==> src/rtl/mc_controller_if.sv <==
// Bus between the multicycle datapath and its controller: instruction fields
// and the ALU zero flag in, write enables, mux selects and the debug state out.
interface mc_controller_if;
    // No valid/ready handshake: the fields are sampled every cycle, and every
    // output is valid in the same cycle as the state it belongs to.
    logic [5:0] op;
    logic [5:0] funct;
    logic       zero;
    logic       memwrite;
    logic       irwrite;
    logic       regwrite;
    logic       pcen;
    logic       iord;
    logic       regdst;
    logic       memtoreg;
    logic       alusrca;
    logic       immext;
    logic [1:0] pcsrc;
    logic [1:0] alusrcb;
    logic [2:0] alucontrol;
    logic [3:0] state;

    modport master (
        output op, funct, zero,
        input  memwrite, irwrite, regwrite, pcen, iord, regdst, memtoreg,
               alusrca, immext, pcsrc, alusrcb, alucontrol, state
    );

    modport slave (
        input  op, funct, zero,
        output memwrite, irwrite, regwrite, pcen, iord, regdst, memtoreg,
               alusrca, immext, pcsrc, alusrcb, alucontrol, state
    );
endinterface

==> src/rtl/mc_controller.sv <==
// Multicycle MIPS-subset control FSM: Moore outputs per state, with pcen
// additionally depending combinationally on the ALU zero flag in BEQ/BNE.
module mc_controller (
    input  logic           clk,
    input  logic           reset,
    mc_controller_if.slave bus
);
    typedef enum logic [3:0] {
        S_FETCH   = 4'd0,  S_DECODE  = 4'd1,  S_MEMADR  = 4'd2,  S_MEMRD  = 4'd3,
        S_MEMWB   = 4'd4,  S_MEMWR   = 4'd5,  S_RTEXE   = 4'd6,  S_ALUWB  = 4'd7,
        S_BEQ     = 4'd8,  S_BNE     = 4'd9,  S_ADDIEXE = 4'd10, S_ANDIEXE = 4'd11,
        S_ORIEXE  = 4'd12, S_IWB     = 4'd13, S_JUMP    = 4'd14, S_ILLEGAL = 4'd15
    } state_t;

    localparam logic [5:0] OP_R    = 6'b000000;
    localparam logic [5:0] OP_LW   = 6'b100011;
    localparam logic [5:0] OP_SW   = 6'b101011;
    localparam logic [5:0] OP_BEQ  = 6'b000100;
    localparam logic [5:0] OP_BNE  = 6'b000101;
    localparam logic [5:0] OP_ADDI = 6'b001000;
    localparam logic [5:0] OP_ANDI = 6'b001100;
    localparam logic [5:0] OP_ORI  = 6'b001101;
    localparam logic [5:0] OP_J    = 6'b000010;

    state_t     state_q, state_n;
    logic       memwrite, irwrite, regwrite, pcwrite, iord, regdst, memtoreg;
    logic       alusrca, immext, branch_eq, branch_ne;
    logic [1:0] pcsrc, alusrcb;
    logic [2:0] alucontrol;

    always_ff @(posedge clk) begin
        if (!reset) state_q <= S_FETCH;
        else        state_q <= state_n;
    end

    always_comb begin
        state_n = S_FETCH;
        case (state_q)
            S_FETCH:  state_n = S_DECODE;
            S_DECODE: begin
                case (bus.op)
                    OP_LW, OP_SW: state_n = S_MEMADR;
                    OP_R:         state_n = S_RTEXE;
                    OP_BEQ:       state_n = S_BEQ;
                    OP_BNE:       state_n = S_BNE;
                    OP_ADDI:      state_n = S_ADDIEXE;
                    OP_ANDI:      state_n = S_ANDIEXE;
                    OP_ORI:       state_n = S_ORIEXE;
                    OP_J:         state_n = S_JUMP;
                    default:      state_n = S_FETCH;
                endcase
            end
            S_MEMADR:  state_n = (bus.op == OP_SW) ? S_MEMWR : S_MEMRD;
            S_MEMRD:   state_n = S_MEMWB;
            S_RTEXE:   state_n = S_ALUWB;
            S_ADDIEXE, S_ANDIEXE, S_ORIEXE: state_n = S_IWB;
            default:   state_n = S_FETCH;
        endcase
    end

    always_comb begin
        memwrite = 1'b0; irwrite  = 1'b0; regwrite = 1'b0; pcwrite    = 1'b0;
        iord     = 1'b0; regdst   = 1'b0; memtoreg = 1'b0; alusrca    = 1'b0;
        immext   = 1'b0; pcsrc    = 2'b00; alusrcb = 2'b00; alucontrol = 3'b000;
        branch_eq = 1'b0; branch_ne = 1'b0;
        case (state_q)
            S_FETCH: begin
                alusrcb = 2'b01; alucontrol = 3'b010; irwrite = 1'b1; pcwrite = 1'b1;
            end
            // Speculatively form the branch target while the opcode is decoded.
            S_DECODE: begin
                alusrcb = 2'b11; alucontrol = 3'b010;
            end
            S_MEMADR, S_ADDIEXE: begin
                alusrca = 1'b1; alusrcb = 2'b10; alucontrol = 3'b010;
            end
            S_MEMRD: iord = 1'b1;
            S_MEMWR: begin
                iord = 1'b1; memwrite = 1'b1;
            end
            S_MEMWB: begin
                memtoreg = 1'b1; regwrite = 1'b1;
            end
            S_RTEXE: begin
                alusrca = 1'b1;
                case (bus.funct)
                    6'b100010: alucontrol = 3'b110;
                    6'b100100: alucontrol = 3'b000;
                    6'b100101: alucontrol = 3'b001;
                    6'b101010: alucontrol = 3'b111;
                    default:   alucontrol = 3'b010;
                endcase
            end
            S_ALUWB: begin
                regdst = 1'b1; regwrite = 1'b1;
            end
            S_ANDIEXE, S_ORIEXE: begin
                alusrca = 1'b1; alusrcb = 2'b10; immext = 1'b1;
                alucontrol = (state_q == S_ORIEXE) ? 3'b001 : 3'b000;
            end
            S_IWB: regwrite = 1'b1;
            S_BEQ, S_BNE: begin
                alusrca = 1'b1; alucontrol = 3'b110; pcsrc = 2'b01;
                branch_eq = (state_q == S_BEQ);
                branch_ne = (state_q == S_BNE);
            end
            S_JUMP: begin
                pcsrc = 2'b10; pcwrite = 1'b1;
            end
            default: ;
        endcase
        // Reset is synchronous, so the register may still hold a mid-instruction
        // state; hold every enable low and present FETCH selects until it clears.
        if (!reset) begin
            memwrite = 1'b0; irwrite = 1'b0; regwrite = 1'b0; pcwrite = 1'b0;
            branch_eq = 1'b0; branch_ne = 1'b0;
            iord = 1'b0; regdst = 1'b0; memtoreg = 1'b0; alusrca = 1'b0; immext = 1'b0;
            pcsrc = 2'b00; alusrcb = 2'b01; alucontrol = 3'b010;
        end
    end

    assign bus.pcen       = pcwrite | (branch_eq & bus.zero) | (branch_ne & ~bus.zero);
    assign bus.memwrite   = memwrite;
    assign bus.irwrite    = irwrite;
    assign bus.regwrite   = regwrite;
    assign bus.iord       = iord;
    assign bus.regdst     = regdst;
    assign bus.memtoreg   = memtoreg;
    assign bus.alusrca    = alusrca;
    assign bus.immext     = immext;
    assign bus.pcsrc      = pcsrc;
    assign bus.alusrcb    = alusrcb;
    assign bus.alucontrol = alucontrol;
    assign bus.state      = state_q;
endmodule

==> src/flat_wrapper.sv <==
// flat-port wrapper written by rule: the top's interface ports become plain ports
module mc_controller_flat 
  (clk, reset, bus_op, bus_funct, bus_zero, bus_memwrite, bus_irwrite, bus_regwrite, bus_pcen, bus_iord, bus_regdst, bus_memtoreg, bus_alusrca, bus_immext, bus_pcsrc, bus_alusrcb, bus_alucontrol, bus_state);
  mc_controller_if bus_i ();
  input  logic clk;
  input  logic reset;
  input wire logic [$bits(bus_i.op)-1:0] bus_op;
  input wire logic [$bits(bus_i.funct)-1:0] bus_funct;
  input wire logic [$bits(bus_i.zero)-1:0] bus_zero;
  output wire logic [$bits(bus_i.memwrite)-1:0] bus_memwrite;
  output wire logic [$bits(bus_i.irwrite)-1:0] bus_irwrite;
  output wire logic [$bits(bus_i.regwrite)-1:0] bus_regwrite;
  output wire logic [$bits(bus_i.pcen)-1:0] bus_pcen;
  output wire logic [$bits(bus_i.iord)-1:0] bus_iord;
  output wire logic [$bits(bus_i.regdst)-1:0] bus_regdst;
  output wire logic [$bits(bus_i.memtoreg)-1:0] bus_memtoreg;
  output wire logic [$bits(bus_i.alusrca)-1:0] bus_alusrca;
  output wire logic [$bits(bus_i.immext)-1:0] bus_immext;
  output wire logic [$bits(bus_i.pcsrc)-1:0] bus_pcsrc;
  output wire logic [$bits(bus_i.alusrcb)-1:0] bus_alusrcb;
  output wire logic [$bits(bus_i.alucontrol)-1:0] bus_alucontrol;
  output wire logic [$bits(bus_i.state)-1:0] bus_state;
  assign bus_i.op = bus_op;
  assign bus_i.funct = bus_funct;
  assign bus_i.zero = bus_zero;
  assign bus_memwrite = bus_i.memwrite;
  assign bus_irwrite = bus_i.irwrite;
  assign bus_regwrite = bus_i.regwrite;
  assign bus_pcen = bus_i.pcen;
  assign bus_iord = bus_i.iord;
  assign bus_regdst = bus_i.regdst;
  assign bus_memtoreg = bus_i.memtoreg;
  assign bus_alusrca = bus_i.alusrca;
  assign bus_immext = bus_i.immext;
  assign bus_pcsrc = bus_i.pcsrc;
  assign bus_alusrcb = bus_i.alusrcb;
  assign bus_alucontrol = bus_i.alucontrol;
  assign bus_state = bus_i.state;
  mc_controller u_core (.clk(clk), .reset(reset), .bus(bus_i));
endmodule
==> config.mk <==
export PLATFORM = sky130hd
export DESIGN_NAME = mc_controller_flat
export DESIGN_NICKNAME = d
export VERILOG_FILES = /design/src/rtl/mc_controller_if.sv /design/src/rtl/mc_controller.sv /design/src/flat_wrapper.sv
export SDC_FILE = /design/constraint.sdc
export NUM_CORES = 1
export LEC_CHECK = 0
export CAP_MARGIN = 40
export CORE_MARGIN = 10
export CORE_UTILIZATION = 38
export DETAILED_ROUTE_END_ITERATION = 10
export PLACE_DENSITY = 0.81
export SYNTH_ARGS = -nofsm -noshare
export SYNTH_HDL_FRONTEND = slang
export SYNTH_SLANG_ARGS = --single-unit
==> constraint.sdc <==
create_clock -name clk -period 2.3 [get_ports clk]
set_input_delay 0.46 -clock clk [delete_from_list [all_inputs] [get_ports clk]]
set_output_delay 0.46 -clock clk [all_outputs]
set_load 0.01 [all_outputs]
## Word-level counts from Yosys, hierarchy flattened

Index checks and enable logic that the tools add are counted.

| word-level totals | value |
|---|---|
| register bits | 4 |
| input bits | 15 |
| output and inout bits | 20 |
| word-level logic and storage cells | 77 |

| operators by class | value |
|---|---|
| eq/ne operators | 26 |
| multiplexer cells | 33 |
| bitwise logic cells | 5 |
| reduce and logical (&&, ||, !) cells | 12 |

Operators with widths:

| kind | number |
|---|---|
| equality test 6 bit (second input constant) | 6 |
| one-hot mux 4 bit (8 select lines) | 1 |
| equality test 4 bit (second input constant) | 7 |
| one-hot mux 3 bit (4 select lines) | 2 |
| one-hot mux 4 bit (6 select lines) | 1 |
| 2-to-1 mux 1 bit | 23 |
| equality test 6 x 4 -> 1 bit (second input constant) | 3 |
| equality test 4 x 3 -> 1 bit (second input constant) | 4 |
| equality test 6 x 3 -> 1 bit (second input constant) | 2 |
| OR reduction 2 bit | 5 |
| equality test 4 x 2 -> 1 bit (second input constant) | 2 |
| OR reduction 4 bit | 2 |
| OR reduction 7 bit | 1 |
| equality test 6 x 2 -> 1 bit (second input constant) | 1 |
| zero test 6 bit | 1 |
| 2-to-1 mux 3 bit | 2 |
| one-hot mux 2 bit (3 select lines) | 1 |
| OR reduction 3 bit | 2 |
| equality test 4 x 1 -> 1 bit (second input constant) | 1 |
| zero test 4 bit | 1 |
| 2-to-1 mux 2 bit | 2 |
| one-hot mux 2 bit (2 select lines) | 1 |
| bitwise AND 1 bit | 2 |
| bitwise OR 1 bit | 2 |
| NOT 1 bit | 1 |

## Depth between registers and ports, before layout

Gate-level depths: netlist (run 1).

| depth | value |
|---|---|
| word-level depth | 7 |
| gate-level depth with buffers | 6 |
| depth with buffers taken out | 4 |

## Least setup slack after synthesis (run 1)

Ideal clock, no wire load.

| path | value |
|---|---|
| path type | reg-to-output |
| start point | register u_core.state_q[3], in the netlist u_core.bus.state[3] |
| end point | output port bus_alucontrol[0] |
| data arrival time | 1.566 ns |
| required time | 1.840 ns |
| slack | 0.274 ns |
| stages on the path, launching flop included | 6 |
| buffers on the path | 1 |
| path through | dfxtp_1 > buf_6 > or4b_4 > nor3_4 > nand2_1 > a311oi_1 |

| on the way | value |
|---|---|
| longest elaborated chain between the ends | 4 |
| elaborated cells on any way between the ends | 15 |

RTL lines:

| what | line | source |
|---|---|---|
| start: declaration | mc_controller.sv:25 | `state_t state_q, state_n;` |
| start signal: assignment | mc_controller.sv:33 | `else state_q <= state_n;` |
| equality test 4 x 1 -> 1 bit (tied with other cells) | mc_controller.sv:66 | `case (state_q)` |
| OR reduction 4 bit (no source line) (tied with other cells) | -- |  |
| one-hot mux 3 bit (4 select lines) (*) | mc_controller.sv:66 |  |
| 2-to-1 mux 3 bit (*) | mc_controller.sv:114 | `if (!reset) begin` |
| end: declaration | flat_wrapper.sv:21 | `output wire logic [$bits(bus_i.alucontrol)-1:0] bus_alucontrol;` |

Mark *: on every way between the ends. The rest lies on a longest branch, timed or not.

## Final worst setup path (run 1)

| path | value |
|---|---|
| start point | input port reset |
| end point | output port bus_alusrca |

| on the way | value |
|---|---|
| longest elaborated chain between the ends | 1 |

RTL lines:

| what | line | source |
|---|---|---|
| start: declaration | flat_wrapper.sv:6 | `input logic reset;` |
| 2-to-1 mux 1 bit | mc_controller.sv:114 |  |
| end: declaration | flat_wrapper.sv:17 | `output wire logic [$bits(bus_i.alusrca)-1:0] bus_alusrca;` |

Every way passes these cells.

==> results of run 1 <==
[power groups by stage]
stage	clock, mW	sequential (mW)	combinational, mW
2_1_floorplan	0	0.0772	0.0493
3_3_place_gp	0	0.0770	0.111
3_5_place_dp	0	0.0767	0.115
4_1_cts	0.0906	0.0759	0.115
5_1_grt	0.0925	0.0766	0.125
6_report	0.0890	0.0760	0.117
[layout by cell type, fill, tap and decap left out, types with 3 or more instances in the layout]
cell / instances
sky130_fd_sc_hd__a21oi_1: 6
sky130_fd_sc_hd__a31oi_1: 3
sky130_fd_sc_hd__buf_2: 6
sky130_fd_sc_hd__buf_4: 17
sky130_fd_sc_hd__clkbuf_4: 3
sky130_fd_sc_hd__clkdlybuf4s50_1: 18
sky130_fd_sc_hd__dfxtp_1: 3
sky130_fd_sc_hd__dlygate4sd2_1: 6
sky130_fd_sc_hd__dlymetal6s2s_1: 4
sky130_fd_sc_hd__inv_1: 3
sky130_fd_sc_hd__nand2_1: 9
sky130_fd_sc_hd__nor2_1: 11
sky130_fd_sc_hd__nor2b_1: 6
sky130_fd_sc_hd__nor3_1: 7
sky130_fd_sc_hd__o21ai_0: 3
sky130_fd_sc_hd__xor2_1: 4
[through the flow]
stage / hold slack, ns / instances
global route: 0.7892 / 163
floorplan: 0.6052 / 98
finish: 0.7223 / 163
detailed placement: 0.7118 / 154
global placement: 0.7038 / 154
CTS: 0.7207 / 162
[what timing repair did]
action | in CTS | in global routing
resized for setup | 37 | 5
setup buffers | 5 | 1
setup endpoints to repair | 13 | 4
pin swaps | 7 | 4
[metal layers]
metal  up-vias  GRT usage, %  part of all wire [%]
li1        464             -                     -
met1       439         13.79                    41
met2        40         26.21                    53
met3         4         2.263                   5.1
met4         0         6.051                   1.1
met5         -             0                     0
[worst register-to-register path, stage by stage (launching register included)]
cell and delay (ns):
sky130_fd_sc_hd__dfxtp_1 0.42, sky130_fd_sc_hd__buf_4 0.19, sky130_fd_sc_hd__buf_4 0.17, sky130_fd_sc_hd__nor3b_1 0.39, sky130_fd_sc_hd__nand2_1 0.10, sky130_fd_sc_hd__a21o_1 0.19, sky130_fd_sc_hd__a21oi_1 0.12
[worst paths after layout]
path / slack [ns] / to / start / cells after the start
worst min register to register: 0.72 / u_core.bus.state[1] / u_core.bus.state[1] / 3
worst max-delay path: 0.08 / bus_alusrca / reset / 5
worst min-delay path: 0.72 / u_core.bus.state[1] / u_core.bus.state[1] / 3
worst max register to register: 0.66 / u_core.bus.state[3] / u_core.bus.state[0] / 6
[cell type report]
cell class	instances	area [sq um]
well taps	16	20.02
clock buffers	3	22.52
flip-flops and latches	4	81.33
repair buffers	52	451.7
fillers	134	407.9
inverters	3	11.26
multi-input cells	85	564.3
[kinds of logic after synthesis]
| family | share of synthesized area [%] |
|---|---|
| and+or+nand+nor | 44.74 |
| buffers and inverters | 6.692 |
| muxes | 1.721 |
| DFF | 12.24 |
| xor gates and xnor gates | 6.692 |
| AOI/OAI and AO/OA | 27.92 |
==> results by stage, run 1 <==
Power and ir drop:
- Across the VDD grid, the largest voltage drop is 0.0001451 V.
- In this run switching power makes up 31.62% of total power.
- The part of the power in the clock network is 31.6%.
- The post-layout total power is 0.2816 mW.
- For this design the total switching power over the nets is 0.08904 mW.
- Summed over all cells, the static leakage comes to 0.5461 nW.
- Internal power comes to 0.1926 mW.
- The logic gate share of total power is 41.4%.
- The relative contribution of sequential cells to total power is 27.0%.
- The power density relative to cell area is 244.7 nW/um^2.

Synth:
- Of the post-synthesis cell area, the dominant cell type holds 12.24%.
- After technology mapping, the gate count stands at 98.
- After synthesis, the mean cell area works out to 6.677 sq um.
- The share of flip-flops with an asynchronous set or reset after synthesis is 0%.
- The mapped cell area is 654.4 sq um.
- sky130_fd_sc_hd__nor2_1 is the most common cell in the netlist.
- Yosys printed 0 warnings.
- The predominant post-synthesis flop cell is sky130_fd_sc_hd__dfxtp_1.
- The synthesized design contains 4 register bits.
- The portion of the post-synthesis area used by sequential elements is 12.24%.
- Yosys mapped a number of flops with a built-in enable equal to 0.
- The dominant cell type by area after synthesis is sky130_fd_sc_hd__dfxtp_1.
- By area the synthesized netlist is led by sky130_fd_sc_hd__dfxtp_1, sky130_fd_sc_hd__nor2_1, sky130_fd_sc_hd__nor3_1.
- Synthesis produced a netlist with a net count of 113.
- The number of distinct library cells after synthesis is 38.
- The commonest cells after synthesis are sky130_fd_sc_hd__nor2_1, sky130_fd_sc_hd__nand2_1, sky130_fd_sc_hd__nor3_1.

Timing:
- The worst pin sits at a relative slew slack of 72.25%.
- Across the routed clock network, the largest skew measured is 0.008592 ns.
- The highest clock frequency the design can meet is 0.4497 GHz.
- The share of the clock period used by the worst path after layout is 96.68%.
- Once routing completed, OpenROAD measured the worst setup slack at 0.07636 ns.
- The count of final max-slew check failures came to 0.
- Setup violations remaining at the end of the flow were counted as 0.
- The final-report hold violation count is 0.
- For the pin with the worst max-slew slack, the measured transition is 0.4154 ns.
- Adding up every negative setup slack in the final design gives 0 ns.
- The minimum clock period after layout is 2.224 ns.

Clocking:
- The number of buffers inserted during clock tree synthesis is 3.
- The largest buffer count on any clock path is 2.
- The number of buffers inserted by hold repair at cts is 0.
- The maximum level of the CTS H-tree is 1.
- For this design, the sink count on the clock tree is 4.
- The clock input transition at the sequential cells of the worst setup and hold paths is 0.03 ns.
- TritonCTS built the clock tree.
- The buffer cell driving the clock tree root is sky130_fd_sc_hd__clkbuf_4.
- The clock network latency to the later pin of the worst-skew pair is 0.24 ns.

Die:
- The area of the placeable core is 1559 sq um.
- The initial utilization of the core area, before any placement, comes to 41.97%.
- After floorplanning, the core was divided into 14 placement rows.
- The die width is 61.50 um.
- In this run the vertical extent of the chip is 61.50 um.
- The overall die area is 3782 sq um.
- The I/O pin count is 35.

Place:
- Routability-driven placement finished with a final weighted congestion of 0.8145.
- The placement-stage worst setup slack is -0.6033 ns.
- The number of input and output port buffers inserted is 34.
- Summing all placed instances gives a cell area of 1072 sq um.
- Detailed placement ended at an HPWL of 2026 um.

Routing:
- Summing over every cut layer, the via total after detailed routing is 947.
- The via density per instance is 5.810.
- For this run, design rule violations remaining after detail routing come to 0.
- The routed length per placed instance is 16.29 um.
- The violation count after the first detailed-route iteration is 16.
- For this run, the detailed router's first-pass iteration total came to 4.
- For this block, the routed nets add up to 2655 um of wire.
- The detail route stage leaves a number of antenna-violating nets equal to 0.

Global routing:
- The number of global-route vias before repair is 902.
- Across every metal layer, demand over resource in global routing totals 13.58%.
- The global route total overflow is 0.
- The initial antenna violation count is 0.
- Entering global routing, the biggest net connects 11 pins.
- The first global-routing pass estimated 4036 um of wire.

Layout:
- The count of inserted antenna diode cells is 0.
- The post-route cell area is 1151 sq um.
- Once layout is complete, the utilization of the core stands at 73.84%.
- At the end of the flow, the number of nets in the layout was 164.
- The post-route netlist has 25.17% of its cells at a drive strength greater than 1.
- From synthesis to final layout, the design area changed by 75.91%.
- The flip-flop count of the largest register after layout is 4.

Worst setup path:
- For this run, the slowest stage of the critical path takes 0.54 ns.
- The endpoint type of the worst setup path is an output pin.
- The cell family contributing the most delay on the critical path is buffers and inverters.
- Walking the worst path, the cells encountered are dlygate4sd2_1 -> inv_1 -> buf_4 -> nor2_1 -> clkdlybuf4s50_1.
- For the worst setup path, the data required time is 1.84 ns.
- By startpoint and endpoint, the worst setup path is classified as in -> out.
- The slowest stage cell on the critical path is sky130_fd_sc_hd__clkdlybuf4s50_1.
- Data on the critical path arrives at its endpoint at 1.76 ns.
- The number of buffers and inverters on the critical path is 4.
- STA classifies the critical path startpoint as an input pin.
- Of all nets on the critical path, the largest fanout is 7.

Job:
- The number of maximum-capacitance constraint violations is 0.

Outcome:
- The flow ran to the end, and the final reports show no timing, DRC or antenna violations.

Min path:
- The class of the most critical hold timing path is reg -> reg.
Note: power is estimated with default switching activity, not from simulation.
==> inputs of run 2 (changes only) <==
clock period = 2.44 ns   (was 2.3 ns; I/O delays follow)
==> run 2 against run 1 <==
  * Register-to-register slack gained 0.27 ns
  * Via count down 2.9%
  * Critical path type is now reg -> out
  * Largest cell class unchanged
  * Critical path depth is 1 higher
  * Clock-buffer cell count did not move
  * Final cell count decreased by 3.1%
  * Global-route usage fell by 0.54 points
  * Design area fell by 1.1%
  * Critical endpoint is now bus_pcen
  * Clock skew decreased by 0.0038 ns
  * Sequential share of layout area is 0.19 points higher
  * Routed wire length is 5.8% lower
  * Core utilization fell by 0.80 points
==> results by stage, run 2 (same netlist as run 1, synthesis figures left out) <==
Worst setup path:
- Data on the critical path is required at its endpoint by 1.95 ns.
- The startpoint class of the critical path is a flip-flop.
- Data arrives at the worst endpoint at 1.87 ns.
- The critical path class is reg -> out.
- The startpoint identified for the worst register-to-register timing path is u_core.bus.state[0].
- The launching instance or port of the critical path is u_core.bus.state[3].
- The maximum fanout along the worst path is 13.
- The worst setup path is captured at an output pin.

Die:
- The floorplan step set the die width to 61.50 um.
- The overall die area is 3782 sq um.
- The area of the placeable core is 1559 sq um.
- Pin placement for this block handled 35 I/O pins.
- Measured along the y axis, the die boundary spans 61.50 um.
- The initial utilization of the core area, before any placement, comes to 41.97%.
- In this run the core area contains 14 standard-cell rows.

Global routing:
- The number of global-route vias before repair was 877.
- The wire length of the first global-routing pass is 3919 um.
- Entering global routing, the biggest net connects 19 pins.
- The combined global-route utilization of all metal layers is 13.04%.
- Global routing finished with a remaining overflow of 0.
- The initial antenna violation count is 0.

Clocking:
- The buffer cell driving the clock tree root is sky130_fd_sc_hd__clkbuf_4.
- TritonCTS built the clock tree.
- The clock net in this run drives a total of 4 sinks.
- The clock network latency to the later pin of the worst-skew pair is 0.25 ns.
- The clock input transition at the sequential cells of the worst setup and hold paths is 0.04 ns.
- Counting the buffers created by CTS gives 3.
- The maximum level of the CTS H-tree is 1.
- The largest buffer count on any clock path is 2.
- After clock tree synthesis, the flow added hold-fix buffers numbering 0.

Place:
- During placement, the flow inserted port buffers numbering 34.
- The half-perimeter wire length after detailed placement is 1907 um.
- Once placement completed, the tool counted placed cells totaling 153.
- The cell area after placement is 1065 sq um.
- The final weighted congestion in routability-driven placement is 0.8343.

Timing:
- The worst hold margin is 0.6584 ns.
- Headroom to the max-slew limit came out at 71.97%.
- Setup repair after global routing left no endpoint under its margin.
- Setup violations remaining at the end of the flow were counted as 0.
- The post-route clock skew is 0.004756 ns.
- The share of the clock period used by the worst path after layout is 96.75%.
- Summed over all failing endpoints, the final setup total negative slack is 0 ns.
- The routed design could run at a clock period as short as 2.361 ns.
- The highest clock frequency the design can meet is 0.4236 GHz.
- The final-report hold violation count is 0.
- At the pin with the least slew margin, the transition time is 0.4195 ns.
- The count of final max-slew check failures is 0.

Outcome:
- The run finished with clean final reports.

Min path:
- In this run the most critical hold path is launched from u_core.bus.state[3].
- The worst hold path belongs to the class reg -> reg.

Layout:
- The final layout contains 159 nets.
- The library cell used most frequently in the layout, excluding fill and tap cells, is sky130_fd_sc_hd__clkdlybuf4s50_1.
- The non-filler instance count after layout is 158.
- In the layout the commonest cells are sky130_fd_sc_hd__clkdlybuf4s50_1, sky130_fd_sc_hd__buf_4, sky130_fd_sc_hd__nor2_1.
- The post-route cell area is 1139 sq um.
- The fraction of layout instances using a drive strength above 1 is 23.24%.
- The core occupancy in the finished layout is 73.03%.
- The count of inserted antenna diode cells is 0.
- From synthesis to final layout, the design area changed by 74.00%.
- The register with the most flip-flops in the layout has 4 of them.

Routing:
- The violation count after the first detailed-route iteration is 29.
- After detailed routing, the number of remaining DRC violations is 0.
- The final route contains 920 vias.
- The via density per instance is 5.823.
- The wire length reported by the detailed router is 2500 um.
- The routed length per placed instance is 15.82 um.
- The detail route stage leaves a number of antenna-violating nets equal to 0.
- The first-pass iteration count of the detailed router is 4.

Job:
- The number of maximum-capacitance constraint violations is 0.

Power and ir drop:
- The worst supply voltage drop on vdd is 0.0002279 V.
- In this run the static leakage power is 0.4928 nW.
- The power density relative to cell area is 239.3 nW/um^2.
[run 2: metrics by stage]
step	worst slack (ns)	power, mW
floorplan	0.3843	0.1192
CTS	0.007311	0.2705
detailed placement	-0.5007	0.1800
global placement	-0.4634	0.1762
global route	0.004281	0.2882
finish	0.07922	0.2725
[run 2: power breakdown]
group | internal (mW) | switching (mW) | leakage (nW)
Sequential | 0.0682 | 0.00376 | 0.0333
Clock | 0.0555 | 0.0347 | 0.0138
Combinational | 0.0600 | 0.0503 | 0.446
Total | 0.184 | 0.0887 | 0.493
[run 2: timing repair]
item / in CTS / in global routing
gates resized for setup: 22 / 10
setup endpoints to repair: 11 / 7
setup buffers: 0 / 2
pin swaps: 5 / 5
[run 2: worst paths after layout]
path / to / slack (ns) / cells after the start
worst max-delay path: bus_pcen / 0.08 / 6
worst min-delay path: u_core.bus.state[0] / 0.66 / 3
worst max register to register: u_core.bus.state[2] / 0.93 / 5
worst min register to register: u_core.bus.state[0] / 0.66 / 3
[run 2: routing by layer]
metal,part of all wire (%),GRT usage [%]
met1,41,12.99
met4,0.24,3.822
met2,52,26.06
met5,0,0
met3,7.4,2.675
[run 2: critical path, stage by stage, from the launching register on]
cell	delay [ns]
sky130_fd_sc_hd__dfxtp_1	0.38
sky130_fd_sc_hd__buf_6	0.17
sky130_fd_sc_hd__buf_4	0.14
sky130_fd_sc_hd__nor2_2	0.04
sky130_fd_sc_hd__and3_1	0.19
sky130_fd_sc_hd__a211o_1	0.22
sky130_fd_sc_hd__clkdlybuf4s50_1	0.48
[run 2: layout make-up]
type | instances | area [sq um]
clock buffers | 3 | 22.52
fillers | 125 | 420.4
inverters | 3 | 11.26
multi-input cells | 85 | 568.0
flip-flops and latches | 4 | 82.58
well taps | 16 | 20.02
repair buffers | 47 | 434.2
